$ cat src/rtl/lcd_pkg.sv
// lcd_pkg: shared HD44780 command constants, row bases, init sequences and FSM states
//   Exports: CMD_* command bytes, ROW_BASE, INIT8/INIT4 sequences, state_t, init_byte()
package lcd_pkg;
   localparam logic [7:0] CMD_CLEAR     = 8'h01;
   localparam logic [7:0] CMD_ENTRY     = 8'h06;
   localparam logic [7:0] CMD_DISP_OFF  = 8'h08;
   localparam logic [7:0] CMD_DISP_ON   = 8'h0C;
   localparam logic [7:0] CMD_FUNC4     = 8'h28;
   localparam logic [7:0] CMD_FUNC8     = 8'h38;
   localparam logic [7:0] CMD_SET_DDRAM = 8'h80;
   localparam logic [0:3][7:0] ROW_BASE = {8'h00, 8'h40, 8'h14, 8'h54};
   localparam int INIT8_LEN     = 5;
   localparam int INIT4_LEN     = 9;
   localparam int INIT4_NIBBLES = 4;
   localparam logic [0:4][7:0] INIT8 = {CMD_FUNC8, CMD_DISP_OFF, CMD_CLEAR, CMD_ENTRY, CMD_DISP_ON};
   // The first four 4-bit entries are wake-up nibbles carried in the high nibble, sent as one slot each
   localparam logic [0:8][7:0] INIT4 = {8'h30, 8'h30, 8'h30, 8'h20, CMD_FUNC4, CMD_DISP_OFF,
                                        CMD_CLEAR, CMD_ENTRY, CMD_DISP_ON};
   typedef enum logic [1:0] {ST_INIT, ST_ROW_ADDR, ST_ROW_CHAR, ST_CMD} state_t;
   function automatic logic [7:0] init_byte(input logic bus4, input logic [3:0] i);
      return bus4 ? INIT4[i] : INIT8[i];
   endfunction
endpackage

$ cat src/rtl/lcd_tick_gen.sv
// lcd_tick_gen: CNT1MS tick, 2-bit phase counter and slot-start strobe
//   clk, resetn (async active-low) in; tick, phase[1:0], slot_start out
module lcd_tick_gen #(
   parameter int CNT1MS = 100_000
) (
   input  logic       clk,
   input  logic       resetn,
   output logic       tick,
   output logic [1:0] phase,
   output logic       slot_start
);
   localparam int W = CNT1MS > 1 ? $clog2(CNT1MS) : 1;
   logic [W-1:0] cnt;
   assign tick       = cnt == W'(CNT1MS - 1);
   assign slot_start = tick && phase == 2'd3;
   always_ff @(posedge clk or negedge resetn) begin
      if (!resetn) begin
         cnt   <= '0;
         phase <= '0;
      end else begin
         cnt <= tick ? '0 : cnt + 1'b1;
         if (tick) phase <= phase + 2'd1;
      end
   end
endmodule

$ cat src/rtl/lcd_text_ctrl.sv
// lcd_text_ctrl: HD44780 text refresher with init sequence, text buffer and command insertion
//   clk, resetn (async active-low) in
//   wr_en, wr_row[1:0], wr_col[4:0], wr_char[7:0] in: text-buffer write port
//   cmd_valid, cmd_code[7:0] in / cmd_ready out: raw command handshake
//   init_done, frame_done out: status; lcd_e, lcd_rs, lcd_rw, lcd_data[7:0] out: LCD bus
module lcd_text_ctrl
   import lcd_pkg::*;
#(
   parameter int CNT1MS = 100_000,
   parameter int COLS   = 16,
   parameter int ROWS   = 2,
   parameter int BUS4   = 0
) (
   input  logic       clk,
   input  logic       resetn,
   input  logic       wr_en,
   input  logic [1:0] wr_row,
   input  logic [4:0] wr_col,
   input  logic [7:0] wr_char,
   input  logic       cmd_valid,
   input  logic [7:0] cmd_code,
   output logic       cmd_ready,
   output logic       init_done,
   output logic       frame_done,
   output logic       lcd_e,
   output logic       lcd_rs,
   output logic       lcd_rw,
   output logic [7:0] lcd_data
);
   localparam int NCELL     = ROWS * COLS;
   localparam int AW        = $clog2(NCELL);
   localparam int LAST_INIT = BUS4 != 0 ? INIT4_LEN - 1 : INIT8_LEN - 1;
   localparam bit NIB       = BUS4 != 0;
   logic          tick, slot_start;
   logic [1:0]    phase;
   state_t        state;
   logic [3:0]    idx;
   logic [1:0]    row;
   logic [4:0]    col;
   logic          half, active, eof, pend;
   logic [3:0]    nib_lo;
   logic [7:0]    cmd_q;
   logic [7:0]    text [NCELL];
   logic [7:0]    cur_byte;
   logic          cur_single, adv, wr_ok, last_col;
   logic [AW-1:0] rd_idx, wr_idx;
   logic [1:0]    next_row;
   lcd_tick_gen #(.CNT1MS(CNT1MS)) u_tick (
      .clk       (clk),
      .resetn    (resetn),
      .tick      (tick),
      .phase     (phase),
      .slot_start(slot_start)
   );
   assign lcd_rw     = 1'b0;
   assign cmd_ready  = init_done & ~pend;
   // eof marks that the transaction just issued was the last character of the last row
   assign frame_done = slot_start & eof;
   assign rd_idx     = AW'(int'(row) * COLS + int'(col));
   assign wr_idx     = AW'(int'(wr_row) * COLS + int'(wr_col));
   assign wr_ok      = int'(wr_row) < ROWS && int'(wr_col) < COLS;
   assign last_col   = int'(col) == COLS - 1;
   assign next_row   = int'(row) == ROWS - 1 ? 2'd0 : row + 2'd1;
   assign cur_byte   = state == ST_INIT     ? init_byte(NIB, idx) :
                       state == ST_ROW_ADDR ? (CMD_SET_DDRAM | ROW_BASE[row]) :
                       state == ST_ROW_CHAR ? text[rd_idx] : cmd_q;
   assign cur_single = NIB && state == ST_INIT && idx < 4'(INIT4_NIBBLES);
   // A byte is consumed after its only slot (8-bit, wake-up nibble) or its low-nibble slot
   assign adv        = !NIB || half || cur_single;
   always_ff @(posedge clk or negedge resetn) begin
      if (!resetn) begin
         for (int i = 0; i < NCELL; i++) text[i] <= 8'h20;
         state     <= ST_INIT;
         idx       <= '0;
         row       <= '0;
         col       <= '0;
         half      <= 1'b0;
         nib_lo    <= '0;
         active    <= 1'b0;
         eof       <= 1'b0;
         pend      <= 1'b0;
         cmd_q     <= '0;
         init_done <= 1'b0;
         lcd_e     <= 1'b0;
         lcd_rs    <= 1'b0;
         lcd_data  <= '0;
      end else begin
         if (wr_en && wr_ok) text[wr_idx] <= wr_char;
         if (cmd_valid && cmd_ready) begin
            pend  <= 1'b1;
            cmd_q <= cmd_code;
         end
         // Phase becomes 1 on this tick, so the strobe covers exactly phase 1 of an active slot
         if (tick) lcd_e <= active && phase == 2'd0;
         if (slot_start) begin
            active <= 1'b1;
            eof    <= 1'b0;
            lcd_rs <= state == ST_ROW_CHAR;
            // The low nibble is latched with the high one so both halves come from one buffer sample
            lcd_data <= !NIB ? cur_byte : half ? {nib_lo, 4'h0} : {cur_byte[7:4], 4'h0};
            nib_lo   <= cur_byte[3:0];
            half     <= NIB && !half && !cur_single;
            if (state != ST_INIT) init_done <= 1'b1;
            if (adv) begin
               case (state)
                  ST_INIT:
                     if (idx == 4'(LAST_INIT)) begin
                        state <= ST_ROW_ADDR;
                        row   <= '0;
                     end else idx <= idx + 4'd1;
                  ST_ROW_ADDR: begin
                     state <= ST_ROW_CHAR;
                     col   <= '0;
                  end
                  ST_ROW_CHAR:
                     if (last_col) begin
                        eof   <= int'(row) == ROWS - 1;
                        row   <= next_row;
                        state <= pend ? ST_CMD : ST_ROW_ADDR;
                     end else col <= col + 5'd1;
                  default: begin
                     pend  <= 1'b0;
                     state <= ST_ROW_ADDR;
                  end
               endcase
            end
         end
      end
   end
endmodule

$ cat config.mk
export PLATFORM = sky130hd
export DESIGN_NAME = lcd_text_ctrl
export DESIGN_NICKNAME = d
export VERILOG_FILES = /design/src/rtl/lcd_pkg.sv /design/src/rtl/lcd_tick_gen.sv /design/src/rtl/lcd_text_ctrl.sv
export SDC_FILE = /design/constraint.sdc
export NUM_CORES = 1
export LEC_CHECK = 0
export BUFFER_PORTS_ARGS = -buffer_cell sky130_fd_sc_hd__buf_2
export CAP_MARGIN = 20
export CORE_MARGIN = 4
export CORE_UTILIZATION = 50
export DETAILED_ROUTE_END_ITERATION = 12
export PLACE_DENSITY = 0.75
export SETUP_SLACK_MARGIN = 0.5
export SLEW_MARGIN = 20
export SYNTH_ARGS = -nofsm -noshare
export SYNTH_HDL_FRONTEND = slang
export SYNTH_HIERARCHICAL = 1
export SYNTH_SLANG_ARGS = --single-unit
$ cat constraint.sdc
create_clock -name clk -period 3 [get_ports clk]
set_clock_uncertainty 0.1 [all_clocks]
set_input_delay 0.3 -clock clk [delete_from_list [all_inputs] [get_ports clk]]
set_output_delay 0.3 -clock clk [all_outputs]
set_load 0.02 [all_outputs]
## Word level (Yosys, flattened, before mapping)

Memory sizes are Yosys's and may differ from the RTL's.
Cells that the tools add are included.
Widths: inputs -> output; s select.

| cells by class | value |
|---|---|
| add/subtract/negate cells | 7 |
| reduce and logical (&&, ||, !) cells | 17 |
| equal/unequal tests | 10 |
| multiplexer cells | 30 |
| bitwise gates (word level) | 8 |
| $lt $le $gt $ge | 7 |

Operators by type and width:

| operator | count |
|---|---|
| $bwmux 256 | 1 |
| $mux 8 | 8 |
| $bmux 8 s5 | 1 |
| $demux 8 s5 | 1 |
| $add 17x1->17 const B | 1 |
| $eq 17x17->1 const B | 1 |
| $mux 17 | 1 |
| $bmux 8 s2 | 1 |
| $mux 7 | 2 |
| $ge 6x6->1 const B | 2 |
| $mux 2 | 6 |
| $not 5->6 | 2 |
| $add 5x5->5 | 2 |
| $pmux 5 s2 | 1 |
| $reduce_and 3->1 | 3 |
| $eq 2x2->1 const B | 3 |
| $logic_and 1x1->1 | 6 |
| $lt 6x1->1 const B | 1 |
| $pmux 2 s3 | 1 |
| $reduce_bool 2->1 | 3 |
| $add 5x1->5 const B | 1 |
| $eq 5x5->1 const B | 1 |
| $ge 5x4->1 const B | 1 |
| $lt 5x5->1 const B | 1 |
| 19 further kinds | 28 |

| storage, ports and cells | value |
|---|---|
| input port bits | 27 |
| output and inout port bits | 14 |
| memories | 1 |
| logic and storage cells | 126 |
| bits in registers | 310 |
| bits in read-only memories | 64 |

Memories:

| memory | words | bits a word | rd ports | clocked after memory_dff | wr ports | RTL line | text |
|---|---|---|---|---|---|---|---|
| (name not given) | 8 | 8 | 1 | 0 | 0 | lcd_pkg.sv:21 | `return bus4 ? INIT4[i] : INIT8[i];` |

## Longest topological paths before layout

Gate-level depths: netlist (run 1).

| logic depth | value |
|---|---|
| depth after elaboration | 8 |
| depth in mapped cells | 10 |
| gate-level depth less buffers | 9 |

## By module

Netlist (run 1), hierarchy kept.

By module, submodules not included:

| module | cells each | area an instance (um^2) | times used | seq. area each (um^2) |
|---|---|---|---|---|
| lcd_text_ctrl | 979 | 13,813.2 | 1 | 7,322.0 |
| lcd_tick_gen | 83 | 915.9 | 1 | 475.5 |

## Worst setup path before layout (run 1)

OpenSTA, ideal clock, no wires.

| timing path | value |
|---|---|
| kind | register to register |
| start | register u_tick.cnt[8] |
| end | register lcd_data[2] |
| setup slack | 0.481 ns |
| cell stages (with the launch flop) | 9 |
| path buffers | 1 |
| library setup time | 0.064 ns |
| data arrival time | 2.355 ns |
| data required time | 2.836 ns |
| cells stage by stage | dfrtp_1 > or4b_1 > nor3_1 > and2_1 > clkbuf_1 > nor3b_1 > o21ai_0 > a31oi_1 > a31o_2 |

| on the way | value |
|---|---|
| cells in the longest elaborated chain, start to end | 2 |

Ends and longest elaborated chain:

| what | RTL line | text |
|---|---|---|
| from (decl) | lcd_tick_gen.sv:13 | `logic [W-1:0] cnt;` |
| from (signal assigned) | lcd_tick_gen.sv:21 | `cnt <= tick ? '0 : cnt + 1'b1;` |
| $eq 17x17->1 | lcd_tick_gen.sv:14 | `assign tick = cnt == W'(CNT1MS - 1);` |
| named net tick | lcd_text_ctrl.sv:34 | `logic tick, slot_start;` |
| $logic_and 1x1->1 | lcd_tick_gen.sv:15 | `assign slot_start = tick && phase == 2'd3;` |
| named net slot_start | lcd_text_ctrl.sv:34 |  |
| to (signal assigned) | lcd_text_ctrl.sv:100 | `lcd_data <= !NIB ? cur_byte : half ? {nib_lo, 4'h0} : {cur_byte[7:4], 4'h0};` |
| to (decl) | lcd_text_ctrl.sv:28 | `output logic [7:0] lcd_data` |

The timed path passes the listed nets, and every way through them passes these cells.
A chain may end at the register's enable or synchronous reset.

## Worst setup path in the final report (run 1)

| timing path | value |
|---|---|
| start | register u_tick.cnt[5] |
| end | output frame_done |

| on the way | value |
|---|---|
| cells in the longest elaborated chain, start to end | 3 |

Ends and longest elaborated chain:

| what | RTL line | text |
|---|---|---|
| $eq 17x17->1 | lcd_tick_gen.sv:14 |  |
| named net tick | lcd_text_ctrl.sv:34 |  |
| $logic_and 1x1->1 | lcd_tick_gen.sv:15 |  |
| named net slot_start | lcd_text_ctrl.sv:34 |  |
| $and 1x1->1 | lcd_text_ctrl.sv:58 | `assign frame_done = slot_start & eof;` |
| to (decl) | lcd_text_ctrl.sv:24 | `output logic frame_done,` |

The timed path passes the listed nets, and every way through them passes these cells.

==> results of run 1 <==
-- repair_timing --
item,CTS,global route
setup endpoints to repair,17,16
buffers inserted,20,17
hold endpoints to repair,79,0
gates resized for setup,19,21
pin swaps,5,3
hold buffers,10,0
-- through the flow --
stage / hold slack (ns) / setup WS (ns) / cells
2_1_floorplan: -0.0956 / 0.552 / 1062
3_3_place_gp: 0.239 / 0.405 / 1452
3_5_place_dp: 0.244 / 0.314 / 1452
4_1_cts: 0.302 / 0.385 / 1544
5_1_grt: 0.349 / 0.326 / 1561
6_report: 0.280 / 0.404 / 1561
-- layout by cell type, fill, tap and decap left out, types with 20 or more instances in the layout --
cell type / synthesis / routed
sky130_fd_sc_hd__buf_2: 11 / 37
sky130_fd_sc_hd__nand2_1: 93 / 92
sky130_fd_sc_hd__mux4_2: 62 / 62
sky130_fd_sc_hd__nor2_1: 20 / 20
sky130_fd_sc_hd__dfrtp_1: 278 / 273
sky130_fd_sc_hd__mux2_2: 266 / 266
sky130_fd_sc_hd__buf_4: 6 / 44
sky130_fd_sc_hd__clkbuf_16: 0 / 37
sky130_fd_sc_hd__dfstp_2: 32 / 32
sky130_fd_sc_hd__nand3_1: 26 / 25
-- flip-flops by register name, summed over array words and instances (netlist names) --
| register | cells |
|---|---|
| row | 2 |
| text | 256 |
| lcd_rs | 1 |
| u_tick/phase | 2 |
| pend | 1 |
| init_done | 1 |
| state | 2 |
| lcd_e | 1 |
| cmd_q | 8 |
| idx | 4 |
| active | 1 |
| col | 5 |
| lcd_data | 8 |
| u_tick/cnt | 17 |
| eof | 1 |
-- per-layer routing --
layer,GRT usage [%],vias up,part of all wire (%)
li1,-,4053,-
met1,30.2,4868,44
met2,35.3,219,49
met3,3.38,61,4.4
met4,6.10,0,2.7
met5,0,-,0
-- worst register-to-register path, stage by stage (launching register included) --
cell	delay (ns)
sky130_fd_sc_hd__dfrtp_2	0.43
sky130_fd_sc_hd__and4bb_1	0.27
sky130_fd_sc_hd__nand4_1	0.14
sky130_fd_sc_hd__nor3_2	0.23
sky130_fd_sc_hd__buf_4	0.14
sky130_fd_sc_hd__buf_6	0.09
sky130_fd_sc_hd__buf_6	0.08
sky130_fd_sc_hd__buf_6	0.08
sky130_fd_sc_hd__buf_6	0.08
sky130_fd_sc_hd__buf_6	0.08
sky130_fd_sc_hd__buf_6	0.08
sky130_fd_sc_hd__buf_6	0.08
sky130_fd_sc_hd__buf_6	0.08
sky130_fd_sc_hd__buf_6	0.09
sky130_fd_sc_hd__buf_6	0.08
sky130_fd_sc_hd__buf_6	0.10
sky130_fd_sc_hd__nand2_4	0.05
sky130_fd_sc_hd__o32ai_4	0.20
-- where the power goes --
part / switching, mW / total [mW] / leakage, nW / internal (mW)
Clock: 1.66 / 4.35 / 0.586 / 2.69
Combinational: 0.324 / 0.707 / 3.32 / 0.383
Sequential: 0.154 / 4.68 / 4.11 / 4.52
-- worst max-delay path by stage --
| stage | to | start |
|---|---|---|
| floorplan | frame_done | u_tick/cnt[8] |
| global placement | col[0] | u_tick/cnt[8] |
| detailed placement | lcd_data[0] | u_tick/cnt[0] |
| CTS | frame_done | u_tick/cnt[11] |
| global route | lcd_e | u_tick/cnt[5] |
| finish | frame_done | u_tick/cnt[5] |
-- final cells by class --
| cell class | count | area [µm²] | share of cell area, % |
|---|---|---|---|
| Timing Repair Buffer | 117 | 1010 | 5.89 |
| Clock buffer | 57 | 1110 | 6.46 |
| Sequential cell | 310 | 7810 | 45.4 |
| Clock inverter | 5 | 75.1 | 0.436 |
| Multi-Input combinational cell | 675 | 6670 | 38.8 |
| Tap cell | 384 | 480 | 2.79 |
| Inverter | 13 | 48.8 | 0.284 |
-- cells by family (layout without fill, tap and decap cells) --
group / count (synthesis) / after routing / synth area share, %
other cells: 1 / 1 / 0.0255
fa+ha+maj: 14 / 14 / 1.19
buf+inv: 77 / 192 / 2.36
flops: 310 / 310 / 52.9
xor+xnor: 22 / 22 / 1.36
compound gates: 58 / 58 / 2.51
mux: 339 / 339 / 30.6
simple gates: 241 / 241 / 9.01
==> qor.tcl, run 1 <==
set qor(outcome) {completed}
set qor(postRouteWirelength_um) 34800
set qor(timing.critical_path.arrival_ns) 2.20
set qor(postSynthNetCount) 1103
set qor(crit_buf_inv) 3
set qor(h-tree-depth) 2
set qor(detail_route.wl_per_cell_um) 22.3
set qor(synth-seq-area-share_pct) 52.9
set qor(first_global_vias) 9931
set qor(placement_rows) 62
set qor(cts_buffer_depth) 3
set qor(start_util_pct) 51.0
set qor(syn_to_final_growth_pct) 16.8
set qor(final_max_slew_viol_count) 0
set qor(final_layout_size_suffix_gt1_share_pct) 48.1
set qor(criticalPathCategory) {register to output port}
set qor(die_area_um2) 32300
set qor(synth_top_area_share_pct) 47.2
set qor(antenna_violating_nets_post_route) 0
set qor(cellPowerDensity_nw_per_um2) 566
set qor(ys_top_cells_by_area) {sky130_fd_sc_hd__dfrtp_1, sky130_fd_sc_hd__mux2_2, sky130_fd_sc_hd__mux4_2, sky130_fd_sc_hd__dfstp_2, sky130_fd_sc_hd__nand2_1}
set qor(final_core_utilization_pct) 59.6
set qor(grt_usage_pct) 21.5
set qor(synth.ff_latch_count) 310
set qor(highest_clock_rate_mhz) 385
set qor(clkLatencyLatePin_ns) 0.51
set qor(cts_buffers) 34
set qor(route.vias.total) 9201
set qor(drtIter0Drc) 731
set qor(finalHoldViolations) 0
set qor(critical_path_depth) 8
set qor(drc_violation_count_after_routing) 0
set qor(r2r-end) {lcd_e}
set qor(synthesis.yosys.warnings) 6
set qor(maxCapViolCount) 0
set qor(power.total_mw) 9.74
set qor(grt.overflow.total) 0
set qor(maximum_number_of_pins_on_one_net_before_global_route_repair) 82
set qor(cpMaxStageDelayCell) {sky130_fd_sc_hd__dfrtp_2}
set qor(postPlaceCellArea_um2) 15500
set qor(worstMarginPinSlew_ns) 0.728
set qor(timing.critical_path.cells) {and4bb_1, nand4_1, nor3_2, buf_4, and2_4, buf_8, and2_4, buf_6}
set qor(share_of_the_cycle_needed_by_the_critical_path_after_routing_pct) 86.5
set qor(setup_tns_ns) 0
set qor(synth_area_um2) 14700
set qor(reg2reg_slack_ns) 0.42
set qor(crit_path_end_kind) {output port}
set qor(cpLargestDelayFamily) {simple AND/OR/NAND/NOR gates}
set qor(synth.distinct_cells) 58
set qor(clk_transition_reported_paths_ns) 0.06
set qor(power.leakage_nw) 8.02
set qor(tritoncts) {built}
set qor(clkSinkCount) 310
set qor(detailedPlacementHpwl_um) 21600
set qor(first_pass_iters) 6
set qor(horizontal_die_dimension_um) 180
set qor(root_buffer) {sky130_fd_sc_hd__clkbuf_16}
set qor(fp.coreArea_um2) 28900
set qor(synth-edff-count) 0
set qor(timing.final.setup_violations) 0
set qor(io_pins) 41
set qor(critPathMostFrequentCell) {sky130_fd_sc_hd__and2_4}
set qor(worst-endpoint-required_ns) 2.60
set qor(worstHoldPathType) {input pin to asynchronous set/reset pin}
set qor(vdd.ir_drop.worst_v) 0.000411
set qor(crit_path_max_incr_delay_ns) 0.43
set qor(synthArstFlopShare_pct) 100
set qor(antenna_found_initial) 0
set qor(nFillCells) 2165
set qor(postSynthAreaPerCell_um2) 13.9
set qor(fin_crit_ns) 2.60
set qor(synth.largest_area_cell) {sky130_fd_sc_hd__dfrtp_1}
set qor(max-slew-margin-rel_pct) 51.4
set qor(yosys.cell_count.top_type) {sky130_fd_sc_hd__dfrtp_1}
set qor(critical_path.reg2reg.startpoint) {u_tick/cnt[5]}
set qor(cp-start-kind) {register}
set qor(synth_top_cells_by_count) {sky130_fd_sc_hd__dfrtp_1, sky130_fd_sc_hd__mux2_2, sky130_fd_sc_hd__nand2_1}
set qor(reg2reg_depth) 17
set qor(ys.flop_type) {sky130_fd_sc_hd__dfrtp_1}
set qor(gpl.final_weighted_congestion) 0.826
set qor(unrepaired_setup_endpoints_after_global_routing) {true}
set qor(grt_pass1_wl_um) 56200
set qor(detail_route.vias_per_cell) 5.89
set qor(numPortBuffers) 39
set qor(top_fanout_value_on_the_critical_path) 6
set qor(fin_area_um2) 17200
set qor(final_nets) 1192
set qor(antennaDiodeCount) 0
set qor(die_height_um) 180
set qor(synthCells) 1062
(Power assumes the default switching activity.)
==> inputs of run 2 (changes only) <==
--- a/config.mk
+++ b/config.mk
@@ -11,6 +11,7 @@
 export CORE_UTILIZATION = 50
 export DETAILED_ROUTE_END_ITERATION = 12
 export PLACE_DENSITY = 0.75
+export RECOVER_POWER = 25
 export SETUP_SLACK_MARGIN = 0.5
 export SLEW_MARGIN = 20
 export SYNTH_ARGS = -nofsm -noshare
==> run 2 against run 1 <==
Final area decreased by 0.21%. Critical path depth unchanged. First-iteration DRC count decreased by 2.5%. Count of clock-buffer cells in the layout unchanged. Register-to-register slack about the same.
==> qor.tcl, run 2 (same netlist as run 1, synthesis figures left out) <==
set qor(highest_clock_rate_mhz) 384
set qor(vdd.ir_drop.worst_v) 0.000411
set qor(maximum_number_of_pins_on_one_net_before_global_route_repair) 82
set qor(layout_top_registers) {text (256), u_tick/cnt (17)}
set qor(cts_buffers) 34
set qor(fp.coreArea_um2) 28900
set qor(setup.worst_path.start) {u_tick/cnt[5]}
set qor(numPortBuffers) 39
set qor(comb_power_share_pct) 7.2
set qor(maxCapViolCount) 0
set qor(clockPowerShare_pct) 44.7
set qor(start_util_pct) 51.0
set qor(detail_route.wl_per_cell_um) 22.3
set qor(postRouteWirelength_um) 34800
set qor(first_pass_iters) 4
set qor(grt_usage_pct) 21.5
set qor(power.leakage_nw) 8.00
set qor(unrepaired_setup_endpoints_after_global_routing) {true}
set qor(clkLatencyLatePin_ns) 0.51
set qor(worst-endpoint-required_ns) 2.60
set qor(timing.critical_path.arrival_ns) 2.20
set qor(cts_buffer_depth) 3
set qor(critPathMostFrequentCell) {sky130_fd_sc_hd__and2_4}
set qor(die_area_um2) 32300
set qor(syn_to_final_growth_pct) 16.5
set qor(criticalPathCategory) {register to output port}
set qor(register_bank_with_the_most_flops) {text}
set qor(postPlaceCellArea_um2) 15500
set qor(io_pins) 41
set qor(final-seq-area_um2) 7810
set qor(detail_route.vias_per_cell) 5.89
set qor(antennaDiodeCount) 0
set qor(mostFrequentLayoutCells) {sky130_fd_sc_hd__dfrtp_1, sky130_fd_sc_hd__mux2_2, sky130_fd_sc_hd__nand2_1}
set qor(grt.overflow.total) 0
set qor(share_of_the_cycle_needed_by_the_critical_path_after_routing_pct) 86.7
set qor(mostFrequentLayoutCell) {sky130_fd_sc_hd__dfrtp_1}
set qor(final_layout_size_suffix_gt1_share_pct) 47.9
set qor(timing.final.setup_violations) 0
set qor(number_of_flip_flops_in_the_largest_register) 256
set qor(final_nets) 1192
set qor(worstHoldPathType) {input pin to asynchronous set/reset pin}
set qor(cp-start-kind) {register}
set qor(finalHoldViolations) 0
set qor(critical_path.reg2reg.startpoint) {u_tick/cnt[5]}
set qor(final_core_utilization_pct) 59.5
set qor(internal-power_mw) 7.60
set qor(area_taken_by_multi_input_logic_gates_um2) 6660
set qor(power.total_mw) 9.73
set qor(drtIter0Drc) 713
set qor(p_switching_mw) 2.14
set qor(final_max_slew_viol_count) 0
set qor(h-tree-depth) 2
set qor(placement_rows) 62
set qor(fin_hold_ws_ns) 0.279
set qor(horizontal_die_dimension_um) 180
set qor(swShare_pct) 22.0
set qor(first_global_vias) 9931
set qor(detailedPlacementHpwl_um) 21600
set qor(max-slew-margin-rel_pct) 3.88
set qor(top_fanout_value_on_the_critical_path) 6
set qor(fin_area_um2) 17200
set qor(nFillCells) 2168
set qor(cellPowerDensity_nw_per_um2) 567
set qor(drc_violation_count_after_routing) 0
set qor(root_buffer) {sky130_fd_sc_hd__clkbuf_16}
set qor(antenna_found_initial) 0
set qor(power.sequential.fraction_pct) 48.0
set qor(clk_transition_reported_paths_ns) 0.06
set qor(tritoncts) {built}
set qor(grt_pass1_wl_um) 56200
set qor(clkSinkCount) 310
set qor(die_height_um) 180
set qor(crit_path_end_kind) {output port}
set qor(gpl.final_weighted_congestion) 0.826
set qor(cpMaxStageDelayCell) {sky130_fd_sc_hd__dfrtp_2}
set qor(crit_path_max_incr_delay_ns) 0.43
set qor(crit_buf_inv) 3
set qor(route.vias.total) 9195
set qor(fin_crit_ns) 2.60
set qor(cpLargestDelayFamily) {simple AND/OR/NAND/NOR gates}
set qor(timing.critical_path.cells) {and4bb_1, nand4_1, nor3_2, buf_4, and2_4, buf_8, and2_4, buf_6}
set qor(antenna_violating_nets_post_route) 0
set qor(outcome) {completed}
set qor(worstMarginPinSlew_ns) 1.44
set qor(setup_tns_ns) 0
run 2: cell types whose count changed in the layout (fill, tap and decap cells not counted), sizes merged:
cell / delta
clkbuf: +3
buf: -3
run 2: path summary, 6_finish.rpt:
kind	endpoint	slack [ns]	cells after the start
setup reg to reg	lcd_e	0.41	17
hold reg to reg	text[223]	0.39	1
setup / recovery	frame_done	0.40	8
min in group clk	text[213]	0.38	2
max in group asynchronous	u_tick/cnt[5]	0.66	3
hold / removal	text[26]	0.28	2
run 2: power groups by stage:
stage                     Clock [mW]  Sequential (mW)  Combinational [mW]
after floorplan                    0             4.69               0.480
after global placement             0             4.73               0.673
after detailed placement           0             4.75               0.700
after CTS                       4.43             4.67               0.713
after global routing            4.63             4.71               0.772
final                           4.36             4.68               0.702
run 2: cell type report:
class,count,area share [%]
well taps,384,2.80
inverters,13,0.284
clock buffers,57,6.47
flip-flops and latches,310,45.5
multi-input cells,675,38.8
clock inverters,5,0.437
repair buffers,117,5.70
run 2: stage by stage:
stage                     instances  setup slack (ns)
after CTS                      1544             0.385
after global placement         1452             0.405
final                          1561             0.399
after global routing           1561             0.206
after floorplan                1062             0.552
after detailed placement       1452             0.314
run 2: layer usage:
| metal | global-route usage, % | share of wire [%] | wire length (µm) | vias up |
|---|---|---|---|---|
| li1 | - | - | - | 4042 |
| met1 | 30.2 | 43 | 15100 | 4836 |
| met2 | 35.3 | 49 | 17000 | 260 |
| met3 | 3.38 | 5.0 | 1760 | 57 |
| met4 | 6.10 | 2.6 | 916 | 0 |
| met5 | 0 | 0 | 0 | - |
run 2: what timing repair did:
action,CTS,global route
setup endpoints to repair,17,16
endpoints found under the hold margin,79,0
buffers inserted,20,17
gates cloned,0,0
hold buffers,10,0
gates resized for setup,19,21
pin swaps,5,3
